--- config.mk ---
export PLATFORM = sky130hd
export DESIGN_NAME = seg_digit_driver
export DESIGN_NICKNAME = d
export VERILOG_FILES = /design/src/rtl/seg_digit_driver.sv
export SDC_FILE = /design/constraint.sdc
export NUM_CORES = 1
export LEC_CHECK = 0
export ABC_AREA = 1
export CORE_MARGIN = 3
export CORE_UTILIZATION = 45
export DETAILED_ROUTE_END_ITERATION = 8
export GPL_TIMING_DRIVEN = 0
export PLACE_DENSITY_LB_ADDON = 0.1
export SLEW_MARGIN = 5
export SYNTH_ARGS = -nofsm -noshare
export SYNTH_HDL_FRONTEND = slang
export SYNTH_SLANG_ARGS = --single-unit
--- constraint.sdc ---
create_clock -name clock -period 2.55 [get_ports clock]
set_clock_uncertainty 0.1 [all_clocks]
set_input_delay 0.51 -clock clock [delete_from_list [all_inputs] [get_ports clock]]
set_output_delay 0.51 -clock clock [all_outputs]
set_load 0.05 [all_outputs]
--- src/rtl/seg_digit_driver.sv ---
// Segment-data stage behind the display scanner: picks a nibble by `sel`, decodes it to
// 7-seg + dp, registers it to line up with `ds`. Optional blink via `define SEG_BLINK_EN.
module seg_digit_driver #(
   parameter bit LZ_BLANK       = 1'b1,
   parameter bit SEG_ACTIVE_LOW = 1'b0,
   parameter int BLINK_DIV      = 22
) (
   input  logic        clock,
   input  logic        rst_n,
   input  logic [2:0]  sel,
   input  logic [31:0] data_in,
   input  logic [7:0]  dp_in,
   input  logic        data_valid,
   output logic        data_ready,
   input  logic [7:0]  blink_mask,
   output logic [7:0]  seg,
   output logic        frame_start
);

   // Handshake: a word moves when data_valid && data_ready at a rising edge;
   // data_ready depends only on the pending flag, and the source must hold
   // data_valid/data_in/dp_in steady until it sees the transfer.

   logic [2:0]  sel_q;
   logic        frame_start_q, frame_start_d;
   logic [31:0] pend_word_q, pend_word_d;
   logic [7:0]  pend_dp_q, pend_dp_d;
   logic        pend_full_q, pend_full_d;
   logic [31:0] act_word_q, act_word_d;
   logic [7:0]  act_dp_q, act_dp_d;
   logic [7:0]  seg_q, seg_d;

   logic        boundary;
   logic        xfer;
   logic        commit;
   logic [3:0]  nibble;
   logic        dp_bit;
   logic [7:0]  lz_blank;
   logic        blink_off;
   logic [7:0]  pattern;

   function automatic logic [6:0] hex_to_seg(input logic [3:0] n);
      logic [6:0] s;
      case (n)
         4'h0: s = 7'h3F;
         4'h1: s = 7'h06;
         4'h2: s = 7'h5B;
         4'h3: s = 7'h4F;
         4'h4: s = 7'h66;
         4'h5: s = 7'h6D;
         4'h6: s = 7'h7D;
         4'h7: s = 7'h07;
         4'h8: s = 7'h7F;
         4'h9: s = 7'h6F;
         4'hA: s = 7'h77;
         4'hB: s = 7'h7C;
         4'hC: s = 7'h39;
         4'hD: s = 7'h5E;
         4'hE: s = 7'h79;
         default: s = 7'h71;
      endcase
      return s;
   endfunction

   assign boundary   = (sel == 3'd0) && (sel_q == 3'd7);
   assign data_ready = ~pend_full_q;
   assign xfer       = data_valid & ~pend_full_q;
   assign commit     = boundary & pend_full_q;

   always_comb begin
      pend_word_d   = pend_word_q;
      pend_dp_d     = pend_dp_q;
      pend_full_d   = pend_full_q;
      act_word_d    = act_word_q;
      act_dp_d      = act_dp_q;
      frame_start_d = boundary;
      if (xfer) begin
         pend_word_d = data_in;
         pend_dp_d   = dp_in;
         pend_full_d = 1'b1;
      end else if (commit) begin
         act_word_d  = pend_word_q;
         act_dp_d    = pend_dp_q;
         pend_full_d = 1'b0;
      end
   end

   // Decode from the next-active word so the boundary edge already shows the new digit 0.
   always_comb begin
      nibble      = act_word_d[{sel, 2'b00} +: 4];
      dp_bit      = act_dp_d[sel];
      lz_blank    = 8'h00;
      lz_blank[7] = (act_word_d[31:28] == 4'h0);
      for (int i = 6; i >= 1; i--) begin
         lz_blank[i] = lz_blank[i+1] & (act_word_d[4*i +: 4] == 4'h0);
      end
   end

`ifdef SEG_BLINK_EN
   logic [BLINK_DIV:0] blink_cnt_q;

   always_ff @(posedge clock or negedge rst_n) begin
      if (!rst_n) begin
         blink_cnt_q <= '0;
      end else begin
         blink_cnt_q <= blink_cnt_q + {{BLINK_DIV{1'b0}}, 1'b1};
      end
   end

   assign blink_off = blink_cnt_q[BLINK_DIV] & blink_mask[sel];
`else
   logic unused_blink;
   assign unused_blink = ^{blink_mask, BLINK_DIV[0]};
   assign blink_off    = 1'b0;
`endif

   always_comb begin
      pattern = {dp_bit, hex_to_seg(nibble)};
      if ((LZ_BLANK && lz_blank[sel]) || blink_off) begin
         pattern = 8'h00;
      end
      seg_d = SEG_ACTIVE_LOW ? ~pattern : pattern;
   end

   always_ff @(posedge clock or negedge rst_n) begin
      if (!rst_n) begin
         sel_q         <= 3'd0;
         frame_start_q <= 1'b0;
         pend_word_q   <= 32'h0;
         pend_dp_q     <= 8'h00;
         pend_full_q   <= 1'b0;
         act_word_q    <= 32'h0;
         act_dp_q      <= 8'h00;
         seg_q         <= {8{SEG_ACTIVE_LOW}};
      end else begin
         sel_q         <= sel;
         frame_start_q <= frame_start_d;
         pend_word_q   <= pend_word_d;
         pend_dp_q     <= pend_dp_d;
         pend_full_q   <= pend_full_d;
         act_word_q    <= act_word_d;
         act_dp_q      <= act_dp_d;
         seg_q         <= seg_d;
      end
   end

   assign seg         = seg_q;
   assign frame_start = frame_start_q;

endmodule

==> out/metrics.yaml, run 1 <==
global_route:
  grt_max_degree: 67
  grt_overflow: 0
  grt_pass1_wl_um: 19880
  antenna_found_initial: 0
  grt_pass1_vias: 3911
  grtUsageTotal_pct: 22.25
die:
  initial_utilization_pct: 46.93
  die_x_um: 107.7
  coreArea_um2: 9910
  dieArea_um2: 11590
  io_pins: 64
  rows: 36
  die_y_um: 107.7
place:
  globalplace.congestion: 0.8901
  dpl.cell_count: 735
  io_buffer_count: 55
  hpwl_um: 8526
setup_path:
  path_max_fanout: 8
  crit_buf_inv: 3
  crit_path_top_delay_cell: "dfrtp_1"
  crit_required_ns: 2.74
  worstPathCellList: "nand2_1 > nor2_8 > nand3_4 > buf_6 > nand2_4 > nand2_4 > nand2_2 > nand2_1 > nor2_2 > nor2_4 > buf_4 > ha_4 > inv_2 > nand3_2 > nand3_2 > nand2_1 > nor2_1"
  r2r_end: "seg[5]"
  startpoint_type: "flip-flop"
  worstSetupPathType: "reg -> reg"
  ff2ff_path_depth: 17
  cp-end-kind: "flip-flop"
  cp_data_arrival_time_ns: 2.67
  rrSetupSlack_ns: 0.07
  crit_family: "simple AND/OR/NAND/NOR gates"
  cp_common_cell: "nand2_1"
  slowest_delay_ns: 0.33
  r2r_start: "sel_q[0]"
cells_and_area:
  ff_latch_area_um2: 2327
  multi_input_area_um2: 2107
  n_antenna_cell: 0
  fillers: 894
  fin_nets: 701
  area_growth_pct: 30.24
  finalNonFillerCells: 779
  final_cell_mix: "133 x nand2_1, 93 x dfrtp_1, 57 x inv_1"
  final_common_cell: "nand2_1"
  drive_above_1_share_pct: 24.61
run:
  cap_viol_max_count: 0
timing:
  finalMaxSlewViolations: 0
  tns_ns: 0
  fmaxAchievable_mhz: 403.5
  min_period_over_period_pct: 97.18
  setup_viol: 0
  tightest_slew_ns: 0.6071
  relSlewSlack_pct: 59.53
  period_minus_slack_ns: 2.478
  hold_viol: 0
cts:
  clock-sinks: 93
  cts_buffers: 9
  clock_latency_ns: 0.35
  cts_tree: "built"
  htree_levels: 3
  clk_pin_slew_ns: 0.09
  cts-root-buf: "clkbuf_8"
  cts_max_path_buffers: 2
pwr:
  leakagePower_uw: 0.003056
  power-per-cell-area_nw_per_um2: 840.7
  ir_worst_vdd_mv: 0.4283
detailed_routing:
  drt_wl_total_um: 12220
  firstDrtPassIters: 6
  ant_nets: 0
  via_per_inst: 5.113
  drt_iter0_markers: 241
  routedWlPerCell_um: 15.68
  drc: 0
  routed-via-count: 3983
worst_hold_path:
  holdPathStages: 1
  worstHoldEndpoint: "sel_q[2]"
  hp-start: "sel[2]"
  hold_path_class: "in -> reg"
synthesis:
  synth_edf_count: 0
  synth_seq_area_share_pct: 50.04
  async_flop_share_pct: 100.0
  yosysTopAreaCell: "dfrtp_1"
  syn_area_per_cell_um2: 8.518
  synth_area_leaders: "dfrtp_1 50%, nand2_1 12%, mux2_2 5.8%"
  syn_nets: 606
  yosysUniqueCellTypes: 31
  synth_ff_type: "dfrtp_1"
  ys_ff_latch: 93
  yosys_warnings: 0
  yosys.area.top_type_share_pct: 50.04
  syn_area_um2: 4651
  synthCells: 546
outcome:
  outcome: "complete, no violations"
-- power by group --
part	total (uW)	switching, uW	internal, uW
registers	2220	218	2010
logic	1870	1120	746
clock network	1000	518	483
-- sequential cells by signal, summed over array words and instances, names as in the netlist --
register     count
pend_full_q      1
sel_q            3
act_dp_q         8
pend_dp_q        8
act_word_q      32
seg              8
pend_word_q     32
frame_start      1
-- area by class of cell --
cell class                 instances  share of cell area [%]
buffer                            22                   2.727
sequential                        93                   38.42
inverter                          64                   4.255
tap                              133                   2.747
timing repair buffer              84                   13.76
clock buffer                      11                   2.334
clock inverter                     5                  0.9709
multi-input combinational        367                   34.79
-- cell usage after synthesis, types with 3 or more instances --
master      n
nand2_1   150
dfrtp_1    93
inv_1      60
nor2_1     55
nand3_1    41
nand4_1    35
mux2_2     24
a21oi_1    20
nand2_2    11
buf_2       8
buf_6       6
ha_1        6
clkbuf_1    5
and2_1      3
buf_4       3
o21ai_2     3
-- layer usage --
layer,vias up,global-route usage [%],part of all wire [%]
li1,1941,-,-
met1,1888,30.70,45
met2,124,34.28,46
met3,30,4.859,5.9
met4,0,8.656,3.3
met5,-,0,0
-- kinds of logic (layout without fill, tap and decap cells) --
group / Yosys count / in the layout / synth area share (%)
compound gates: 29 / 29 / 3.578
flops: 93 / 93 / 50.04
simple gates: 307 / 308 / 30.35
fa+ha+maj: 6 / 6 / 1.614
mux: 24 / 24 / 5.811
buf+inv: 87 / 186 / 8.609
-- worst max path at each step --
stage | slack (ns) | depth (start not counted) | start | end
3_5_place_dp | -1.06 | 15 | sel[1] | seg[2]
6_report | 0.07 | 17 | sel_q[0] | seg[5]
5_1_grt | -0.06 | 17 | sel_q[0] | seg[5]
2_1_floorplan | 0.16 | 17 | sel[2] | seg[3]
3_3_place_gp | -2.57 | 1 | rst_n | pend_dp_q[3]
4_1_cts | 0.007 | 20 | sel[2] | seg[2]
-- what timing repair did --
action / CTS / global route
endpoints found under the setup margin: 10 / 8
gates resized for setup: 32 / 45
hold endpoints to repair: 27 / 0
gates cloned: 2 / 0
hold buffers: 1 / 0
pin swaps: 11 / 20
buffers inserted: 21 / 5
-- through the flow --
stage	utilization (%)	setup WS, ns	area, um^2	power, uW	hold slack (ns)
finish	61.12	0.07188	6057	5092	0.2702
CTS	59.72	0.007493	5918	5016	0.3296
global placement	54.17	-2.569	5368	3891	0.3501
detailed placement	54.42	-1.056	5393	3945	0.3576
floorplan	-	0.1576	4651	3414	0.1144
global route	61.12	-0.05990	6057	5461	0.2583
Power figures use the tool's default switching activity.
==> run 2, diff against run 1 <==
--- a/config.mk
+++ b/config.mk
@@ -6,8 +6,8 @@
 export NUM_CORES = 1
 export LEC_CHECK = 0
 export ABC_AREA = 1
-export CORE_MARGIN = 3
 export CORE_UTILIZATION = 45
+export CTS_BUF_LIST = sky130_fd_sc_hd__clkbuf_2 sky130_fd_sc_hd__clkbuf_4 sky130_fd_sc_hd__clkbuf_8
 export DETAILED_ROUTE_END_ITERATION = 8
 export GPL_TIMING_DRIVEN = 0
 export PLACE_DENSITY_LB_ADDON = 0.1
==> run 2 against run 1 <==
  * Sequential power about the same
  * Sequential share of layout area about the same
  * Global-route usage up 1.6 points
  * Largest cell class unchanged
  * Power down 0.69%
  * Clock-buffer cell count down 1
  * Clock power about the same
  * Final cell count down 0.13%
  * Highest routed layer unchanged
==> out/metrics.yaml, run 2 (synthesis gave the netlist of run 1 again) <==
setup_path:
  path_max_fanout: 7  # -1
  cp-end-kind: "flip-flop"
  worstPathCellList: "nand2_1 > nor2_8 > nand3_4 > buf_6 > buf_8 > nand2_1 > nand2_2 > nand2_2 > nand3_2 > nor2_4 > nor2_4 > ha_4 > inv_4 > nand3_2 > nand2_1 > nand2_1 > nand2_2 > inv_1"
  rrSetupSlack_ns: 0.12  # +0.05 ns
  cp_common_cell: "nand2_1"
  cp_data_arrival_time_ns: 2.60  # -0.07 ns
  crit_required_ns: 2.72  # -0.02 ns
  slowest_delay_ns: 0.34  # about the same
  worstSetupPathType: "reg -> reg"
  crit_buf_inv: 4  # +1
  crit_path_top_delay_cell: "dfrtp_1"
  startpoint_type: "flip-flop"
  crit_family: "simple AND/OR/NAND/NOR gates"
pwr:
  power.switching_uw: 1853  # -0.19%
  p_clk_share_pct: 19.1  # -0.5 points
  p_sw_share_pct: 36.65  # +0.19 points
  ir_worst_vdd_mv: 0.4230  # -1.2%
  p_comb_share_pct: 36.9  # +0.2 points
  power-per-cell-area_nw_per_um2: 834.2  # -0.77%
  p_int_uw: 3204  # -0.98%
  leakagePower_uw: 0.003057  # about the same
  p_total_uw: 5057  # -0.69%
  power_frac_seq_pct: 43.9  # +0.2 points
die:
  dieArea_um2: 10750  # -7.3%
  die_x_um: 103.7  # -3.7%
  io_pins: 64  # unchanged
  initial_utilization_pct: 46.93  # unchanged
  rows: 36  # unchanged
  coreArea_um2: 9910  # unchanged
  die_y_um: 103.7  # -3.7%
detailed_routing:
  routed-via-count: 4016  # +0.83%
  via_per_inst: 5.162  # +0.96%
  routedWlPerCell_um: 15.79  # +0.65%
  firstDrtPassIters: 5  # -1
  ant_nets: 0  # unchanged
  drt_iter0_markers: 193  # -20%
  drc: 0  # unchanged
  drt_wl_total_um: 12280  # +0.52%
place:
  hpwl_um: 8521  # about the same
  place_area_um2: 5393  # unchanged
  post-place-ws_ns: -0.9346  # +0.1219 ns
  io_buffer_count: 55  # unchanged
  globalplace.congestion: 0.9325  # +4.8%
cells_and_area:
  n_antenna_cell: 0  # unchanged
  fillers: 898  # +0.45%
  utilization_pct: 61.17  # about the same
  fin_nets: 702  # +0.14%
  final_cell_mix: "136 x nand2_1, 93 x dfrtp_1, 57 x inv_1"
  post-route-cell-area_um2: 6062  # about the same
  final_common_cell: "nand2_1"
  largestRegisters: "act_word_q: 32 flops, pend_word_q: 32 flops"
  area_growth_pct: 30.35  # about the same
  drive_above_1_share_pct: 24.65  # +0.038 points
cts:
  htree_levels: 3  # unchanged
  clk_pin_slew_ns: 0.09  # about the same
  clock_latency_ns: 0.37  # +0.02 ns
  clock-sinks: 93  # unchanged
  cts-root-buf: "clkbuf_8"
  cts_tree: "built"
  cts_max_path_buffers: 2  # unchanged
  cts_buffers: 9  # unchanged
worst_hold_path:
  hold_path_class: "in -> async"
global_route:
  grt_pass1_wl_um: 19800  # -0.41%
  grtUsageTotal_pct: 23.82  # +1.6 points
  grt_overflow: 0  # unchanged
  grt_pass1_vias: 3945  # +0.87%
  grt_max_degree: 48  # -28%
  antenna_found_initial: 0  # unchanged
timing:
  hold_viol: 0  # unchanged
  fmaxAchievable_mhz: 411.7  # +2.0%
  tightest_slew_ns: 0.6482  # +0.04112 ns
  worst_slack_ns: 0.1212  # +0.04935 ns
  period_minus_slack_ns: 2.429  # -0.04935 ns
  relSlewSlack_pct: 56.79  # -2.7 points
  setup_viol: 0  # unchanged
  finalMaxSlewViolations: 0  # unchanged
  min_period_over_period_pct: 95.25  # -1.9 points
outcome:
  outcome: "complete, no violations"
run:
  cap_viol_max_count: 0  # unchanged
## run 2: cell type report
cell class	instances	area [um^2]	share of cell area [%]
tap	133	166.4	2.745
multi-input combinational	366	2095	34.55
inverter	64	262.8	4.334
timing repair buffer	86	843.3	13.91
clock buffer	10	131.4	2.167
buffer	22	185.2	3.055
sequential	93	2327	38.39
clock inverter	4	51.30	0.8462
## run 2: layer usage
metal / global-route usage, % / part of all wire (%) / vias up / wire (um)
met5: 0 / 0 / - / 0
met4: 9.388 / 2.6 / 0 / 325
met3: 3.398 / 4.2 / 25 / 519
met2: 38.30 / 48 / 96 / 5857
met1: 32.58 / 45 / 1956 / 5579
li1: - / - / 1939 / -
## run 2: power groups by stage
stage	registers (uW)	logic (uW)	clock network, uW
finish	2220	1870	968
global route	2280	2090	1050
CTS	2220	1740	973
detailed placement	2250	1710	0
global placement	2240	1650	0
floorplan	2330	1090	0
## run 2: path summary, 6_finish.rpt
path / from / endpoint / cells past startpoint
setup reg to reg: sel_q[0] / seg[2] / 18
max in group asynchronous: rst_n / pend_word_q[27] / 2
setup / recovery: sel_q[0] / seg[2] / 18
hold reg to reg: act_word_q[3] / act_word_q[3] / 2
min in group clock: sel[2] / sel_q[2] / 1
hold / removal: rst_n / pend_word_q[4] / 1
## run 2: per-stage QoR
stage	cells	hold WS (ns)	setup TNS [ns]
3_3_place_gp	734	0.3508	-247.62
2_1_floorplan	546	0.1144	0
4_1_cts	762	0.08311	0
6_report	778	0.05114	0
3_5_place_dp	735	0.3615	-7.121
5_1_grt	778	0.1000	-0.04853
## run 2: timing repair
action	CTS	global route
buffers inserted	13	15
resized for setup	27	57
hold buffers	0	0
setup endpoints to repair	9	8
pin swaps	4	30
gates cloned	0	2
==> run 3, diff against run 2 <==
--- a/config.mk
+++ b/config.mk
@@ -9,8 +9,10 @@
 export CORE_UTILIZATION = 45
 export CTS_BUF_LIST = sky130_fd_sc_hd__clkbuf_2 sky130_fd_sc_hd__clkbuf_4 sky130_fd_sc_hd__clkbuf_8
 export DETAILED_ROUTE_END_ITERATION = 8
+export GPL_ROUTABILITY_DRIVEN = 0
 export GPL_TIMING_DRIVEN = 0
 export PLACE_DENSITY_LB_ADDON = 0.1
+export SKIP_CTS_REPAIR_TIMING = 1
 export SLEW_MARGIN = 5
 export SYNTH_ARGS = -nofsm -noshare
 export SYNTH_HDL_FRONTEND = slang
==> run 3 against run 2 <==
  * Register-to-register slack hardly changed
  * Sequential power hardly changed
  * Global-route usage is 1.4 points lower
  * First-iteration DRC count is 22% higher
  * Final cell count is 0.13% higher
  * Critical path type is now in -> reg
==> out/metrics.yaml, run 3 (synthesis gave the netlist of run 1 again) <==
timing:
  tns_ns: 0  # unchanged
  setup_viol: 0  # unchanged
  relSlewSlack_pct: 56.36  # -0.43 points
  hold_viol: 0  # unchanged
  finalMaxSlewViolations: 0  # unchanged
  tightest_slew_ns: 0.6546  # +0.006444 ns
  rsz0062_at_grt: "true"
  worst_slack_ns: 0.09679  # -0.02444 ns
  min_period_over_period_pct: 96.20  # +0.96 points
  period_minus_slack_ns: 2.453  # +0.02444 ns
  fmaxAchievable_mhz: 407.6  # -1.0%
cts:
  cts_max_path_buffers: 2  # unchanged
  cts_buffers: 9  # unchanged
  clock-sinks: 93  # unchanged
  clk_pin_slew_ns: 0.09  # about the same
  clock_latency_ns: 0.35  # -0.02 ns
  cts_tree: "built"
  cts-root-buf: "clkbuf_8"
  htree_levels: 3  # unchanged
cells_and_area:
  final_cell_mix: "142 x nand2_1, 93 x dfrtp_1, 58 x inv_1"
  drive_above_1_share_pct: 21.67  # -3.0 points
  largestRegisters: "act_word_q: 32 flops, pend_word_q: 32 flops"
  post-route-cell-area_um2: 6000  # -1.0%
  finalNonFillerCells: 779  # +0.13%
  fin_nets: 701  # -0.14%
  n_antenna_cell: 0  # unchanged
  final_common_cell: "nand2_1"
  area_growth_pct: 29.00
global_route:
  grtUsageMet3_pct: 4.154  # +0.76 points
  grtUsageTotal_pct: 22.45  # -1.4 points
  grt_pass1_wl_um: 18880  # -4.6%
  use_met2_pct: 36.10  # -2.2 points
  grt_pass1_vias: 3763  # -4.6%
  grt_overflow: 0  # unchanged
  grt_most_used_layer: "met2"
  antenna_found_initial: 0  # unchanged
  grt_max_degree: 51  # +6.3%
  met1_usage_pct: 31.01  # -1.6 points
detailed_routing:
  drc: 0  # unchanged
  drt_wl_total_um: 11810  # -3.9%
  ant_nets: 0  # unchanged
  routedWlPerCell_um: 15.16  # -4.0%
  drt_iter0_markers: 235  # +22%
  via_per_inst: 5.098  # -1.2%
  firstDrtPassIters: 5  # unchanged
  routed-via-count: 3971  # -1.1%
setup_path:
  startpoint_type: "input pin"
  cp-end-kind: "flip-flop"
  cp_data_arrival_time_ns: 2.61  # about the same
  path_max_fanout: 10  # +3
  r2r_start: "pend_full_q"
  slowest_delay_ns: 0.29  # -0.05 ns
  worstSetupPathType: "in -> reg"
  crit_path_top_delay_cell: "ha_4"
  worstPathCellList: "dlymetal6s2s_1 > buf_6 > clkinv_8 > nand2_8 > nor2_8 > nand3_4 > buf_12 > buf_6 > nand2_2 > nand3_2 > nand2_1 > nand3b_1 > nand2_2 > ha_4 > buf_4 > nand3_1 > nand2_1 > nor2_1"
  startpoint: "sel[2]"
  crit_required_ns: 2.70  # -0.02 ns
pwr:
  p_clk_share_pct: 21.6  # +2.5 points
  p_total_uw: 5153  # +1.9%
  power.switching_uw: 1834  # -1.0%
  p_int_uw: 3319  # +3.6%
  leakagePower_uw: 0.003066  # +0.29%
  power-per-cell-area_nw_per_um2: 858.9  # +3.0%
  p_sw_share_pct: 35.60  # -1.1 points
  ir_worst_vdd_mv: 0.3925  # -7.2%
  p_comb_share_pct: 35.3  # -1.6 points
  power_frac_seq_pct: 43.1  # -0.8 points
die:
  dieArea_um2: 10750  # unchanged
  initial_utilization_pct: 46.93  # unchanged
  coreArea_um2: 9910  # unchanged
  die_y_um: 103.7  # unchanged
  io_pins: 64  # unchanged
  rows: 36  # unchanged
  die_x_um: 103.7  # unchanged
run:
  cap_viol_max_count: 0  # unchanged
place:
  post-place-ws_ns: -0.9526  # -0.01799 ns
  hpwl_um: 8352  # -2.0%
  io_buffer_count: 55  # unchanged
  dpl.cell_count: 735  # unchanged
  place_area_um2: 5393  # unchanged
outcome:
  outcome: "complete, no violations"
worst_hold_path:
  hold_path_class: "in -> async"
==> run 3: changes by cell type in the layout (fill, tap and decap cells not counted), sizes merged <==
cell	before	now
nor2	60	61
clkbuf	20	18
dlygate4sd2	1	0
dlymetal6s2s	0	3
clkinv	4	2
buf	47	46
bufinv	1	2
clkinvlp	1	3
==> run 3: per-layer routing <==
layer / share of wire (%) / vias to the layer above
met5: 0 / -
met4: 1.6 / 0
met3: 5.0 / 12
met2: 48 / 118
met1: 46 / 1902
li1: - / 1939
==> run 3: cell type report <==
type / instances / area (um^2)
buffer: 23 / 177.7
inverter: 64 / 256.5
tap: 133 / 166.4
clock inverter: 5 / 83.83
sequential: 93 / 2327
multi-input combinational: 367 / 2026
fill: 906 / 3910
clock buffer: 11 / 138.9
timing repair buffer: 83 / 823.3
==> run 3: path summary, 6_finish.rpt <==
check | end | slack, ns | depth (start not counted)
worst min register to register | act_dp_q[6] | 0.38 | 2
min in group clock | sel_q[2] | 0.24 | 1
worst max register to register | seg[5] | 0.12 | 14
worst min-delay path | pend_word_q[20] | 0.08 | 1
worst max-delay path | seg[1] | 0.1 | 18
max in group asynchronous | act_word_q[9] | 1.62 | 2
==> run 3: critical path: cells and delay by family <==
kind,cells,cell delay [ns]
AND/OR/NAND/NOR,11,1.03
adder cells (fa/ha/maj),1,0.29
buffers and inverters,6,0.75
==> run 3: power groups by stage <==
| stage | logic (uW) | clock network (uW) | registers [uW] |
|---|---|---|---|
| finish | 1820 | 1110 | 2220 |
| global route | 2030 | 1180 | 2280 |
| CTS | 1700 | 1130 | 2220 |
| detailed placement | 1700 | 0 | 2250 |
| global placement | 1650 | 0 | 2240 |
| floorplan | 1090 | 0 | 2330 |
==> run 3: through the flow <==
stage          hold WS, ns  util [%]
2_1_floorplan       0.1144         -
3_3_place_gp        0.3508     54.17
3_5_place_dp        0.3575     54.42
4_1_cts            0.09828     56.67
5_1_grt             0.1283     60.54
6_report           0.07643     60.54
